<file path="config.mk">
export PLATFORM = sky130hd
export DESIGN_NAME = fetch_queue
export DESIGN_NICKNAME = d
export VERILOG_FILES = /design/src/rtl/fetch_queue_pkg.sv /design/src/rtl/fetchq_fifo.sv /design/src/rtl/fetch_queue.sv
export SDC_FILE = /design/constraint.sdc
export NUM_CORES = 1
export LEC_CHECK = 0
export BUFFER_PORTS_ARGS = -buffer_cell sky130_fd_sc_hd__buf_2
export CELL_PAD_IN_SITES_DETAIL_PLACEMENT = 0
export CELL_PAD_IN_SITES_GLOBAL_PLACEMENT = 1
export CORE_MARGIN = 4
export CORE_UTILIZATION = 40
export CTS_BUF_LIST = sky130_fd_sc_hd__clkbuf_16
export DETAILED_ROUTE_END_ITERATION = 12
export PLACE_DENSITY_LB_ADDON = 0.1
export SLEW_MARGIN = 20
export SYNTH_ARGS = -nofsm -noshare
export SYNTH_HDL_FRONTEND = slang
export SYNTH_SLANG_ARGS = --single-unit
</file>
<file path="constraint.sdc">
create_clock -name CLK -period 5.75 [get_ports CLK]
set_input_delay 0.2875 -clock CLK [delete_from_list [all_inputs] [get_ports CLK]]
set_output_delay 0.2875 -clock CLK [all_outputs]
set_load 0.005 [all_outputs]
</file>
<file path="src/rtl/fetch_queue_pkg.sv">
// Shared fetch-stage types and default widths, also used by the decoder and ROM.
package fetch_queue_pkg;

    localparam int IW_DEF    = 9;
    localparam int AW_DEF    = 10;
    localparam int DEPTH_DEF = 4;

    typedef enum logic [0:0] {
        RUN  = 1'b0,
        HALT = 1'b1
    } fetch_state_t;

    typedef struct packed {
        logic [IW_DEF-1:0] inst;
        logic [AW_DEF-1:0] pc;
    } fetch_entry_t;

    function automatic logic [15:0] sat_inc16(input logic [15:0] v);
        if (v == 16'hFFFF) begin
            return v;
        end else begin
            return v + 16'd1;
        end
    endfunction

endpackage

</file>
<file path="src/rtl/fetchq_fifo.sv">
// Circular buffer of fetched entries with wrapping pointers, occupancy count and sync flush.
module fetchq_fifo #(
    parameter int WIDTH = 19,
    parameter int DEPTH = 4
) (
    input  logic             CLK,
    input  logic             reset_n,
    input  logic             flush,
    input  logic             push,
    input  logic             pop,
    input  logic [WIDTH-1:0] wdata,
    output logic [WIDTH-1:0] rdata,
    output logic             full,
    output logic             empty
);

    localparam int PW = $clog2(DEPTH);
    localparam int CW = $clog2(DEPTH + 1);
    localparam logic [CW-1:0] DEPTH_C = CW'(DEPTH);
    localparam logic [PW-1:0] PTR_ONE = PW'(1'b1);
    localparam logic [CW-1:0] CNT_ONE = CW'(1'b1);

    logic [WIDTH-1:0] mem_r [DEPTH];
    logic [PW-1:0]    rd_ptr_r;
    logic [PW-1:0]    wr_ptr_r;
    logic [CW-1:0]    count_r;
    logic             do_push_s;
    logic             do_pop_s;

    assign full  = (count_r == DEPTH_C);
    assign empty = (count_r == {CW{1'b0}});
    assign rdata = mem_r[rd_ptr_r];

    // Qualify requests: flush discards both, a full queue accepts a write only alongside a read
    always_comb begin
        do_push_s = 1'b0;
        do_pop_s  = 1'b0;
        if (flush) begin
            do_push_s = 1'b0;
            do_pop_s  = 1'b0;
        end else begin
            do_pop_s  = pop && !empty;
            do_push_s = push && (!full || do_pop_s);
        end
    end

    // Pointer and occupancy bookkeeping
    always_ff @(posedge CLK or negedge reset_n) begin
        if (!reset_n) begin
            rd_ptr_r <= {PW{1'b0}};
            wr_ptr_r <= {PW{1'b0}};
            count_r  <= {CW{1'b0}};
        end else if (flush) begin
            rd_ptr_r <= {PW{1'b0}};
            wr_ptr_r <= {PW{1'b0}};
            count_r  <= {CW{1'b0}};
        end else begin
            if (do_push_s) begin
                wr_ptr_r <= wr_ptr_r + PTR_ONE;
            end
            if (do_pop_s) begin
                rd_ptr_r <= rd_ptr_r + PTR_ONE;
            end
            case ({do_push_s, do_pop_s})
                2'b10:   count_r <= count_r + CNT_ONE;
                2'b01:   count_r <= count_r - CNT_ONE;
                default: count_r <= count_r;
            endcase
        end
    end

    // Entry storage; cleared on reset so the idle head reads as zero
    always_ff @(posedge CLK or negedge reset_n) begin
        if (!reset_n) begin
            for (int i = 0; i < DEPTH; i++) begin
                mem_r[i] <= {WIDTH{1'b0}};
            end
        end else if (do_push_s) begin
            mem_r[wr_ptr_r] <= wdata;
        end
    end

endmodule

</file>
<file path="src/rtl/fetch_queue.sv">
// Instruction-fetch stage: owns the ROM address, buffers {inst, pc} entries, handles redirect/halt.
// Optional fetch/flush statistics counters are enabled with FETCHQ_STATS_EN.
module fetch_queue
    import fetch_queue_pkg::*;
#(
    parameter int IW    = IW_DEF,
    parameter int AW    = AW_DEF,
    parameter int DEPTH = DEPTH_DEF
) (
    input  logic          CLK,
    input  logic          reset_n,
    input  logic          init,
    output logic [AW-1:0] fetch_addr,
    input  logic [IW-1:0] rom_data,
    input  logic          redirect_en,
    input  logic [AW-1:0] redirect_pc,
    input  logic          halt_req,
    output logic          out_valid,
    output logic [IW-1:0] out_inst,
    output logic [AW-1:0] out_pc,
    input  logic          out_ready,
    output logic          halted
`ifdef FETCHQ_STATS_EN
    ,
    output logic [15:0]   fetch_ct,
    output logic [15:0]   flush_ct
`endif
);

    localparam int EW = IW + AW;
    localparam logic [AW-1:0] ADDR_ONE = AW'(1'b1);

    fetch_state_t  state_r;
    fetch_state_t  state_nxt_s;
    logic [AW-1:0] fetch_addr_r;
    logic          flush_s;
    logic          pop_s;
    logic          push_s;
    logic          full_s;
    logic          empty_s;
    logic [EW-1:0] head_s;

    assign flush_s = init | redirect_en;
    assign pop_s   = !empty_s && out_ready;
    // halt_req suppresses the push at the very edge it is sampled
    assign push_s  = (state_r == RUN) && !halt_req && (!full_s || pop_s) && !flush_s;

    fetchq_fifo #(
        .WIDTH (EW),
        .DEPTH (DEPTH)
    ) u_fifo (
        .CLK     (CLK),
        .reset_n (reset_n),
        .flush   (flush_s),
        .push    (push_s),
        .pop     (pop_s),
        .wdata   ({rom_data, fetch_addr_r}),
        .rdata   (head_s),
        .full    (full_s),
        .empty   (empty_s)
    );

    assign fetch_addr = fetch_addr_r;
    assign out_valid  = !empty_s;
    assign out_inst   = head_s[EW-1:AW];
    assign out_pc     = head_s[AW-1:0];
    assign halted     = (state_r == HALT) && empty_s;

    // Next state: init restarts, halt_req latches HALT until init or reset
    always_comb begin
        state_nxt_s = state_r;
        if (init) begin
            state_nxt_s = RUN;
        end else begin
            case (state_r)
                RUN:     state_nxt_s = halt_req ? HALT : RUN;
                HALT:    state_nxt_s = HALT;
                default: state_nxt_s = RUN;
            endcase
        end
    end

    // State register
    always_ff @(posedge CLK or negedge reset_n) begin
        if (!reset_n) begin
            state_r <= RUN;
        end else begin
            state_r <= state_nxt_s;
        end
    end

    // Fetch address: restart, redirect target, or advance with each accepted push
    always_ff @(posedge CLK or negedge reset_n) begin
        if (!reset_n) begin
            fetch_addr_r <= {AW{1'b0}};
        end else if (init) begin
            fetch_addr_r <= {AW{1'b0}};
        end else if (redirect_en) begin
            fetch_addr_r <= redirect_pc;
        end else if (push_s) begin
            fetch_addr_r <= fetch_addr_r + ADDR_ONE;
        end
    end

`ifdef FETCHQ_STATS_EN
    logic [15:0] fetch_ct_r;
    logic [15:0] flush_ct_r;

    // Saturating push and redirect counters
    always_ff @(posedge CLK or negedge reset_n) begin
        if (!reset_n) begin
            fetch_ct_r <= 16'd0;
            flush_ct_r <= 16'd0;
        end else if (init) begin
            fetch_ct_r <= 16'd0;
            flush_ct_r <= 16'd0;
        end else begin
            if (push_s) begin
                fetch_ct_r <= sat_inc16(fetch_ct_r);
            end
            if (redirect_en) begin
                flush_ct_r <= sat_inc16(flush_ct_r);
            end
        end
    end

    assign fetch_ct = fetch_ct_r;
    assign flush_ct = flush_ct_r;
`endif

endmodule

</file>
After elaboration in Yosys (flattened, before gate mapping)

Index checks and enable logic that the tools add are counted.

Multipliers: 0
Order comparisons: 3
Mux-type cells: 20
Add/subtract/negate cells: 5
Eq/ne operators: 3
Reductions and logical operators: 19
Divide/modulo/power cells: 0
Bitwise gates (word level): 4
Shift-type cells: 0

Operators with widths:

| operator                                            | number |
|---|---|
| bitwise mux 76 bit                                  | 1 |
| 2-to-1 mux 19 bit                                   | 3 |
| binary-select mux 19 bit (select 2 bit)             | 1 |
| demux 19 bit (select 2 bit)                         | 1 |
| 2-to-1 mux 10 bit                                   | 3 |
| adder 10 x 1 -> 10 bit, second input constant       | 1 |
| logical AND 1 bit                                   | 8 |
| 2-to-1 mux 2 bit                                    | 4 |
| >= comparator 3 bit, second input constant          | 2 |
| inverter 2 -> 3 bit                                 | 2 |
| case mux 3 bit (2 select lines)                     | 1 |
| nonzero test 3 bit                                  | 2 |
| adder 2 x 1 -> 2 bit, second input constant         | 2 |
| logical NOT 1 bit                                   | 4 |
| 2-to-1 mux 1 bit                                    | 4 |
| nonzero test 2 bit                                  | 2 |
| adder 3 x 1 -> 3 bit, second input constant         | 1 |
| equality test 3 bit, second input constant          | 1 |
| logical NOT 3 bit                                   | 1 |
| < comparator 3 x 1 -> 1 bit, second input constant  | 1 |
| 2-to-1 mux 3 bit                                    | 1 |
| subtractor 3 x 1 -> 3 bit, second input constant    | 1 |
| equality test 2 x 1 -> 1 bit, second input constant | 1 |
| equality test 2 bit, second input constant          | 1 |
| 4 further kinds                                     | 5 |

Memory bits (writable): 0
Bits in read-only memories: 0
Output and inout port bits: 31
Memories kept: 0
Flip-flop bits (word level): 94
Latch bits: 0

Longest topological paths before layout

Gate-level depths: netlist of the first run.

Word-level depth: 11
Depth in mapped cells: 8
Depth with buffers taken out: 7

Modules after synthesis

From an unflattened synthesis of the first run, not the netlist that was laid out.

Cell total of the unflattened synthesis: 319
Area, all modules: 4777.1 um^2

Modules (own cells, without submodules):

| module      | instances | cells each | seq. area each (um^2) | area each (um^2) |
|---|---|---|---|---|
| fetchq_fifo | 1         | 245        | 2077.0                | 4062.6 |
| fetch_queue | 1         | 74         | 275.3                 | 714.4 |

Worst setup path before layout of the first run

OpenSTA, ideal clock, no wires.

Kind: reg-to-reg
Start point: register u_fifo.count_r[1]
End point: register u_fifo.count_r[1]
Buffers on the path: 1
Stages on the path, launching flop included: 8
Setup slack: 3.598 ns
Data required time: 5.619 ns
Data arrival time: 2.020 ns
Path through: dfrtp_1 or4b_1 and2_1 buf_6 nor3_1 fa_1 o211ai_1 o31ai_1

Cells in the longest elaborated chain, start to end: 11
Elaborated cells on any way between the ends: 20
Classes of those cells: add/sub (2); eq/ne (3); mux (4); reduce/logical (11)

Ends and longest elaborated chain:

| what                                                                       | RTL line                             | RTL |
|---|---|---|
| start, declared                                                            | fetchq_fifo.sv:26                    | `logic [CW-1:0] count_r;` |
| start signal, assigned                                                     | fetchq_fifo.sv:52                    | `count_r <= {CW{1'b0}};` |
| start signal, assigned                                                     | fetchq_fifo.sv:56                    | `count_r <= {CW{1'b0}};` |
| start signal, assigned                                                     | fetchq_fifo.sv:65                    | `2'b10: count_r <= count_r + CNT_ONE;` |
| logical NOT 3 bit                                                          | fetchq_fifo.sv:31                    | `assign empty = (count_r == {CW{1'b0}});` |
| logical NOT 1 bit                                                          | fetchq_fifo.sv:42, fetch_queue.sv:44 |  |
| logical AND 1 bit                                                          | fetch_queue.sv:44                    | `assign pop_s = !empty_s && out_ready;` |
| logical OR 1 bit                                                           | fetch_queue.sv:46                    | `assign push_s = (state_r == RUN) && !halt_req && (!full_s \|\| pop_s) && !flush_s;` |
| logical AND 1 bit (2 in series)                                            | fetch_queue.sv:46                    |  |
| logical AND 1 bit                                                          | fetchq_fifo.sv:43                    | `do_push_s = push && (!full \|\| do_pop_s);` |
| 2-to-1 mux 1 bit                                                           | fetchq_fifo.sv:38                    | `if (flush) begin` |
| equality test 2 x 1 -> 1 bit / equality test 2 bit (equally long branches) | fetchq_fifo.sv:64                    | `case ({do_push_s, do_pop_s})` |
| case mux 3 bit (2 select lines)                                            | fetchq_fifo.sv:64                    |  |
| 2-to-1 mux 3 bit                                                           | fetchq_fifo.sv:53                    | `end else if (flush) begin` |

Several ways; a longest one is shown, not always the timed one.
A chain may end at the register's enable or synchronous reset.

Worst setup path after layout of the first run

Start point: register u_fifo.count_r[0]
End point: register u_fifo.count_r[1]

Same word-level chain as after synthesis.

==> results of run 1 <==
-- kinds of logic (layout without fill, tap and decap cells) --
group | Yosys count | count (layout)
AOI/OAI and AO/OA | 22 | 22
xor gates and xnor gates | 9 | 9
buffers and inverters | 22 | 80
muxes | 96 | 96
and+or+nand+nor | 52 | 52
DFF | 94 | 94
adders and majority gates | 6 | 6
-- power breakdown --
part           total (W)  internal [W]  leakage, nW  switching [W]
registers       0.000762      0.000720         1.26      0.0000424
clock network   0.000628      0.000379        0.155       0.000249
logic           0.000216      0.000132         1.16      0.0000833
-- flip-flops by register name, indices dropped and copies added, names as in the netlist --
signal,cells
state_r,1
u_fifo.mem_r,76
u_fifo.wr_ptr_r,2
u_fifo.count_r,3
u_fifo.rd_ptr_r,2
fetch_addr,10
-- worst max-delay path, stage by stage (launching register included) --
cell	delay, ns
dfrtp_1	0.45
or4b_1	0.71
and2_1	0.45
nor3_1	0.27
fa_1	0.45
o211ai_1	0.11
o31ai_1	0.09
-- through the flow --
step | utilization, % | cell area, µm² | hold WS, ns
finish | 47.7 | 5260 | 0.211
global route | 47.7 | 5260 | 0.225
CTS | 47.7 | 5260 | 0.202
detailed placement | 44.8 | 4940 | 0.344
global placement | 44.8 | 4940 | 0.345
floorplan | - | 4610 | -0.00809
-- worst min path at each step --
stage	start	cells after the start	endpoint	slack, ns
finish	redirect_pc[1]	3	fetch_addr[1]$_DFFE_PN0P_	0.21
global route	redirect_pc[3]	3	fetch_addr[3]$_DFFE_PN0P_	0.22
CTS	redirect_pc[1]	3	fetch_addr[1]$_DFFE_PN0P_	0.20
detailed placement	reset_n	1	u_fifo.mem_r[74]$_DFFE_PN0P_	0.34
global placement	reset_n	1	u_fifo.mem_r[55]$_DFFE_PN0P_	0.35
floorplan	reset_n	0	fetch_addr[0]$_DFFE_PN0P_	-0.008
-- layer usage --
metal  vias to the layer above  global-route usage [%]  wire [µm]  part of all wire [%]
li1                       1225                       -          -                     -
met3                         4                    3.47        350                   3.7
met2                        51                    24.3       4450                    46
met5                         -                       0          0                     0
met1                      1360                    21.9       4680                    49
met4                         0                    4.54         83                  0.87
-- layout make-up --
cell class / count / area share [%]
Clock inverter: 7 / 1.69
Inverter: 6 / 0.428
Multi-Input combinational cell: 185 / 39.8
Sequential cell: 94 / 44.7
Clock buffer: 9 / 4.28
Tap cell: 140 / 3.33
Timing Repair Buffer: 58 / 5.76
-- synthesized netlist by cell type, types with 3 or more instances --
master     n
ha_1       5
inv_1      6
dfrtp_1   94
xor2_1     5
xnor2_1    4
nand2_1    4
buf_12     4
nor2_1    13
nand3_1    4
buf_2      3
mux4_2    19
mux2_4    40
mux2_2    36
clkbuf_1   8
nand3_4    4
nor3_1     6
a211oi_1   8
and3_1     6
a21oi_1    5
o31a_1     3
-- what timing repair did --
action / CTS / global route
setup buffers: 0 / 0
hold buffers: 1 / 0
endpoints found under the hold margin: 45 / 0
==> qor.txt, run 1 <==
Area contributors post-synth -> dfrtp_1 51%, mux2_4 13%, mux4_2 9.3%, mux2_2 8.8%, buf_12 1.7%
EDFF count, synth -> 0
Critical Path Sink Type -> flop
share of the synthesized area in the top cell type -> 51.1%
largest net degree at the start of global routing -> 50
Leakage -> 2.58 nW
number of global-route vias before repair -> 2890
cell taking the most area after synthesis -> dfrtp_1
FP Rows -> 38
Initial Util -> 41.8%
area grow syn2layout -> 14.2%
Placement Setup Slack -> 3.10 ns
n_diodes -> 0
Routed WL -> 9560 µm
minimum clock period -> 2.66 ns
fin crit share -> 46.2%
Final nets -> 385
clock latency on the worst-skew pair -> 0.34 ns
Worst Setup SP -> u_fifo.count_r[0]$_DFFE_PN0P_
register area share after synthesis -> 51.1%
post-synthesis net count -> 332
netlist area before placement -> 0.00461 mm²
first-pass GRT wire length -> 15800 µm
synth warn -> 0
Startpoint Class -> flop
Worst slew margin -> 28.5%
placed cells -> 482
flop2flop setup slack -> 3.09 ns
Hold Fails Final Rpt -> 0
RSZ-0062 raised after global routing -> no
slew at the pin closest to its max-slew limit -> 1.07 ns
Setup violations, final -> 0
Routed WL per cell -> 19.2 µm
Setup crit end -> u_fifo.count_r[1]$_DFFE_PN0P_
Horiz. Die Dim -> 115 µm
Distinct cells, synth -> 39
Post-route DRC -> 0
total of max-cap violations -> 0
initial antenna violation count -> 0
Initial DRT Pass Iterations -> 4
HP Class -> in -> reg
share of layout cells above drive strength 1 -> 48.5%
input/output buffers -> 55
setup_tns -> 0 ns
Synth Area in XOR/XNOR -> 1.71%
commonest non-fill, non-tap cells in the layout -> 94 x dfrtp_1, 54 x buf_2, 40 x mux2_4
fill count -> 993
Simple-Gate Fraction of Synth Area -> 7.28%
crit path DAT -> 2.87 ns
Fmax -> 377 MHz
Clock Tree Root -> clkbuf_16
max-slew violations -> 0
clock sink total -> 94
status -> completed
final worst setup slack -> 3.09 ns
worst reg-to-reg path cell count -> 6
ANT nets after route -> 0
routed vias/inst -> 5.29
synthesized netlist cell count -> 301
H-tree depth -> 3
main combinational cell family by area after synthesis -> multiplexers
initial drt markers -> 145
total power -> 0.00161 W
core area -> 0.0110 mm²
worst r2r src -> u_fifo.count_r[0]$_DFFE_PN0P_
Max clock buf depth -> 2
fin cells -> 499
Register Area -> 0.00235 mm²
Total GRT Usage -> 15.6%
total number of vias -> 2640
grt total ovfl -> 0
main flop type after synthesis -> dfrtp_1
Setup CP Type -> reg -> reg
Reg-to-Reg End -> u_fifo.count_r[1]$_DFFE_PN0P_
multi-input combinational cell area -> 0.00209 mm²
asr flop ratio synth -> 100%
average size of a mapped cell -> 15.3 µm²
commonest non-fill, non-tap cell in the layout -> dfrtp_1
power density cells -> 305 mW/mm²
Compound-Gate Fraction of Synth Area -> 3.34%
GPL Wtd Cong -> 0.753
mux cell area share after synthesis -> 31.4%
CTS tree -> built
Post-Synth Adder-Cell Area -> 1.79%
crit-path max FO -> 11
CTS buffer count -> 9
CTS resizes -> 0
worst ir drop on vdd -> 0.000176 V
post-detail-place hpwl -> 6020 µm
Ports -> 56
Die Height -> 115 µm
Clock Skew -> 0.00633 ns
die area -> 0.0133 mm²
worst path required time -> 5.96 ns
clock slew at reported path FFs -> 0.06 ns
flops & latches, synth -> 94
Note: power is estimated with default switching activity, not from simulation.
==> run 2: changes to the inputs <==
--- a/config.mk
+++ b/config.mk
@@ -5,11 +5,12 @@
 export SDC_FILE = /design/constraint.sdc
 export NUM_CORES = 1
 export LEC_CHECK = 0
+export ABC_AREA = 1
 export BUFFER_PORTS_ARGS = -buffer_cell sky130_fd_sc_hd__buf_2
 export CELL_PAD_IN_SITES_DETAIL_PLACEMENT = 0
 export CELL_PAD_IN_SITES_GLOBAL_PLACEMENT = 1
 export CORE_MARGIN = 4
-export CORE_UTILIZATION = 40
+export CORE_UTILIZATION = 39
 export CTS_BUF_LIST = sky130_fd_sc_hd__clkbuf_16
 export DETAILED_ROUTE_END_ITERATION = 12
 export PLACE_DENSITY_LB_ADDON = 0.1
==> constraint.sdc (replaced) <==
create_clock -name CLK -period 2.1 [get_ports CLK]
set_input_delay 0.105 -clock CLK [delete_from_list [all_inputs] [get_ports CLK]]
set_output_delay 0.105 -clock CLK [all_outputs]
set_load 0.005 [all_outputs]
==> qor.txt, run 2 <==
input/output buffers -> 55
max-slew violations -> 0
HP Class -> in -> reg
Worst slew margin -> 47.9%
most frequent cell after synthesis -> nand2_1
Area contributors post-synth -> dfrtp_1 53%, nand2_1 11%, o21ai_0 8.7%, o21ai_1 4.9%, nor2_1 4.7%
commonest non-fill, non-tap cells in the layout -> 130 x nand2_1, 94 x dfrtp_1, 77 x o21ai_0
Worst path max stage delay -> 0.38 ns
CTS tree -> built
cell family with most CP delay -> buffers and inverters
fill count -> 1107
synth warn -> 0
EDFF count, synth -> 0
setup_tns -> 0 ns
worst reg-to-reg path cell count -> 11
slowest stage cell, crit path -> dfrtp_1
Worst Hold End -> u_fifo.mem_r[36]$_DFFE_PN0P_
core area -> 0.0110 mm²
flop2flop setup slack -> 0.33 ns
setup repair bufs after CTS -> 0
Routed WL per cell -> 14.5 µm
Clock Tree Root -> clkbuf_16
GPL Wtd Cong -> 0.747
Reg-to-Reg End -> u_fifo.count_r[2]$_DFFE_PN0P_
Startpoint Class -> flop
area grow syn2layout -> 16.2%
clock latency on the worst-skew pair -> 0.34 ns
H-tree depth -> 3
Hold Fails Final Rpt -> 0
Max clock buf depth -> 2
die area -> 0.0132 mm²
worst ir drop on vdd -> 0.000589 V
total of max-cap violations -> 0
flops & latches, synth -> 94
total power -> 0.00422 W
hold path depth -> 3
Initial Util -> 40.4%
average size of a mapped cell -> 8.29 µm²
grt total ovfl -> 0
Ports -> 56
Setup violations, final -> 0
worst path required time -> 2.00 ns
post-detail-place hpwl -> 6680 µm
n_diodes -> 0
register area share after synthesis -> 52.8%
hold slack -> 0.0626 ns
ANT nets after route -> 0
worst r2r src -> u_fifo.count_r[0]$_DFFE_PN0P_
crit-path cells -> inv_1 -> buf_12 -> o21ai_0 -> o22ai_1 -> buf_2
first-pass GRT wire length -> 18000 µm
Total GRT Usage -> 17.2%
clock sink total -> 94
Setup CP Type -> reg -> out
FP Rows -> 38
Largest register FFs -> 76
Horiz. Die Dim -> 115 µm
Fmax -> 554 MHz
fin crit share -> 85.9%
number of global-route vias before repair -> 3600
minimum clock period -> 1.80 ns
netlist area before placement -> 0.00445 mm²
largest register by flop count -> u_fifo.mem_r
initial drt markers -> 297
Clock Skew -> 0.00941 ns
Distinct cells, synth -> 26
share of the synthesized area in the top cell type -> 52.8%
crit path DAT -> 1.70 ns
commonest non-fill, non-tap cell in the layout -> nand2_1
top cells by count, synth -> 130 x nand2_1, 94 x dfrtp_1, 77 x o21ai_0
post-synthesis net count -> 568
cell taking the most area after synthesis -> dfrtp_1
synthesized netlist cell count -> 537
main flop type after synthesis -> dfrtp_1
Die Height -> 115 µm
CP bufs+invs -> 3
asr flop ratio synth -> 100%
status -> completed
power density cells -> 815 mW/mm²
slew at the pin closest to its max-slew limit -> 0.781 ns
routed vias/inst -> 5.07
Leakage -> 2.61 nW
Post-route DRC -> 0
Initial DRT Pass Iterations -> 5
CTS buffer count -> 9
Final nets -> 619
Critical Path Sink Type -> output port
RSZ-0062 raised after global routing -> no
Routed WL -> 10600 µm
largest net degree at the start of global routing -> 60
crit-path max FO -> 30
initial antenna violation count -> 0
total number of vias -> 3716
hold path startpoint -> rom_data[7]
share of layout cells above drive strength 1 -> 16.0%
clock slew at reported path FFs -> 0.06 ns
-- run 2: changes by cell type after synthesis, moves of 14 or more --
cell / previous run / this run
mux2_4: 40 / 0
o22ai_1: 0 / 22
inv_1: 6 / 35
nand2_1: 4 / 130
o21ai_0: 1 / 77
mux2_2: 36 / 0
o21ai_1: 0 / 44
nand3_1: 4 / 18
mux4_2: 19 / 0
nor2_1: 13 / 56
-- run 2: worst max-delay path by stage --
stage / from / to / cells past startpoint
6_report: u_fifo.rd_ptr_r[0]$_DFFE_PN0P_ / out_pc[2] / 5
5_1_grt: u_fifo.count_r[0]$_DFFE_PN0P_ / u_fifo.count_r[2]$_DFFE_PN0P_ / 11
4_1_cts: u_fifo.rd_ptr_r[0]$_DFFE_PN0P_ / out_pc[2] / 5
3_5_place_dp: u_fifo.count_r[0]$_DFFE_PN0P_ / u_fifo.count_r[2]$_DFFE_PN0P_ / 11
3_3_place_gp: u_fifo.count_r[0]$_DFFE_PN0P_ / u_fifo.count_r[2]$_DFFE_PN0P_ / 11
2_1_floorplan: u_fifo.count_r[0]$_DFFE_PN0P_ / u_fifo.count_r[2]$_DFFE_PN0P_ / 11
-- run 2: logic make-up after synthesis --
kind of cell	after synthesis	synth area share [%]
simple gates	218	20.1
mux	1	0.225
fa+ha+maj	6	1.85
flops	94	52.8
compound gates	148	17.3
buf+inv	69	7.56
xor+xnor	1	0.197
-- run 2: cell type report --
class                           count  area, µm²  area share (%)
Sequential cell                    94       2350            45.4
Multi-Input combinational cell    374       1770            34.1
Timing Repair Buffer               70        445            8.61
Clock buffer                        9        225            4.35
Tap cell                          140        175            3.38
Inverter                           39        146            2.83
Clock inverter                      7       66.3            1.28
-- run 2: layer usage --
layer,GRT usage [%],part of all wire [%],vias up
met4,5.56,1.4,0
met2,28.3,45,99
met5,0,0,-
met3,3.53,5.1,13
met1,22.8,48,1729
li1,-,-,1875
-- run 2: metrics by stage --
stage,setup WS (ns),instance area (µm²),utilization (%),cells
3_3_place_gp,0.360,4860,44.1,715
2_1_floorplan,0.327,4450,-,537
6_report,0.296,5180,46.9,733
3_5_place_dp,0.304,4860,44.1,715
4_1_cts,0.261,5180,46.9,733
5_1_grt,0.0999,5180,46.9,733
-- run 2: worst register-to-register path: stages, from the launching register on --
cell and delay (ns):
dfrtp_1 0.42, nor2_1 0.14, nand2_1 0.11, nand4_1 0.11, inv_1 0.06, fa_1 0.38
xnor2_1 0.18, inv_1 0.06, nand2_1 0.06, nand2_1 0.04, nand2_1 0.05, nand2_1 0.04
-- run 2: repair_timing --
item	CTS	global route
hold buffers	2	0
setup endpoints to repair	0	0
hold endpoints to repair	58	0
gates resized for setup	0	0
-- run 2: report_power, final --
| group | total [W] | internal (W) | switching, W |
|---|---|---|---|
| combinational | 0.000539 | 0.000231 | 0.000308 |
| clock | 0.00162 | 0.000917 | 0.000704 |
| sequential | 0.00206 | 0.00196 | 0.0000966 |
| total | 0.00422 | 0.00311 | 0.00111 |
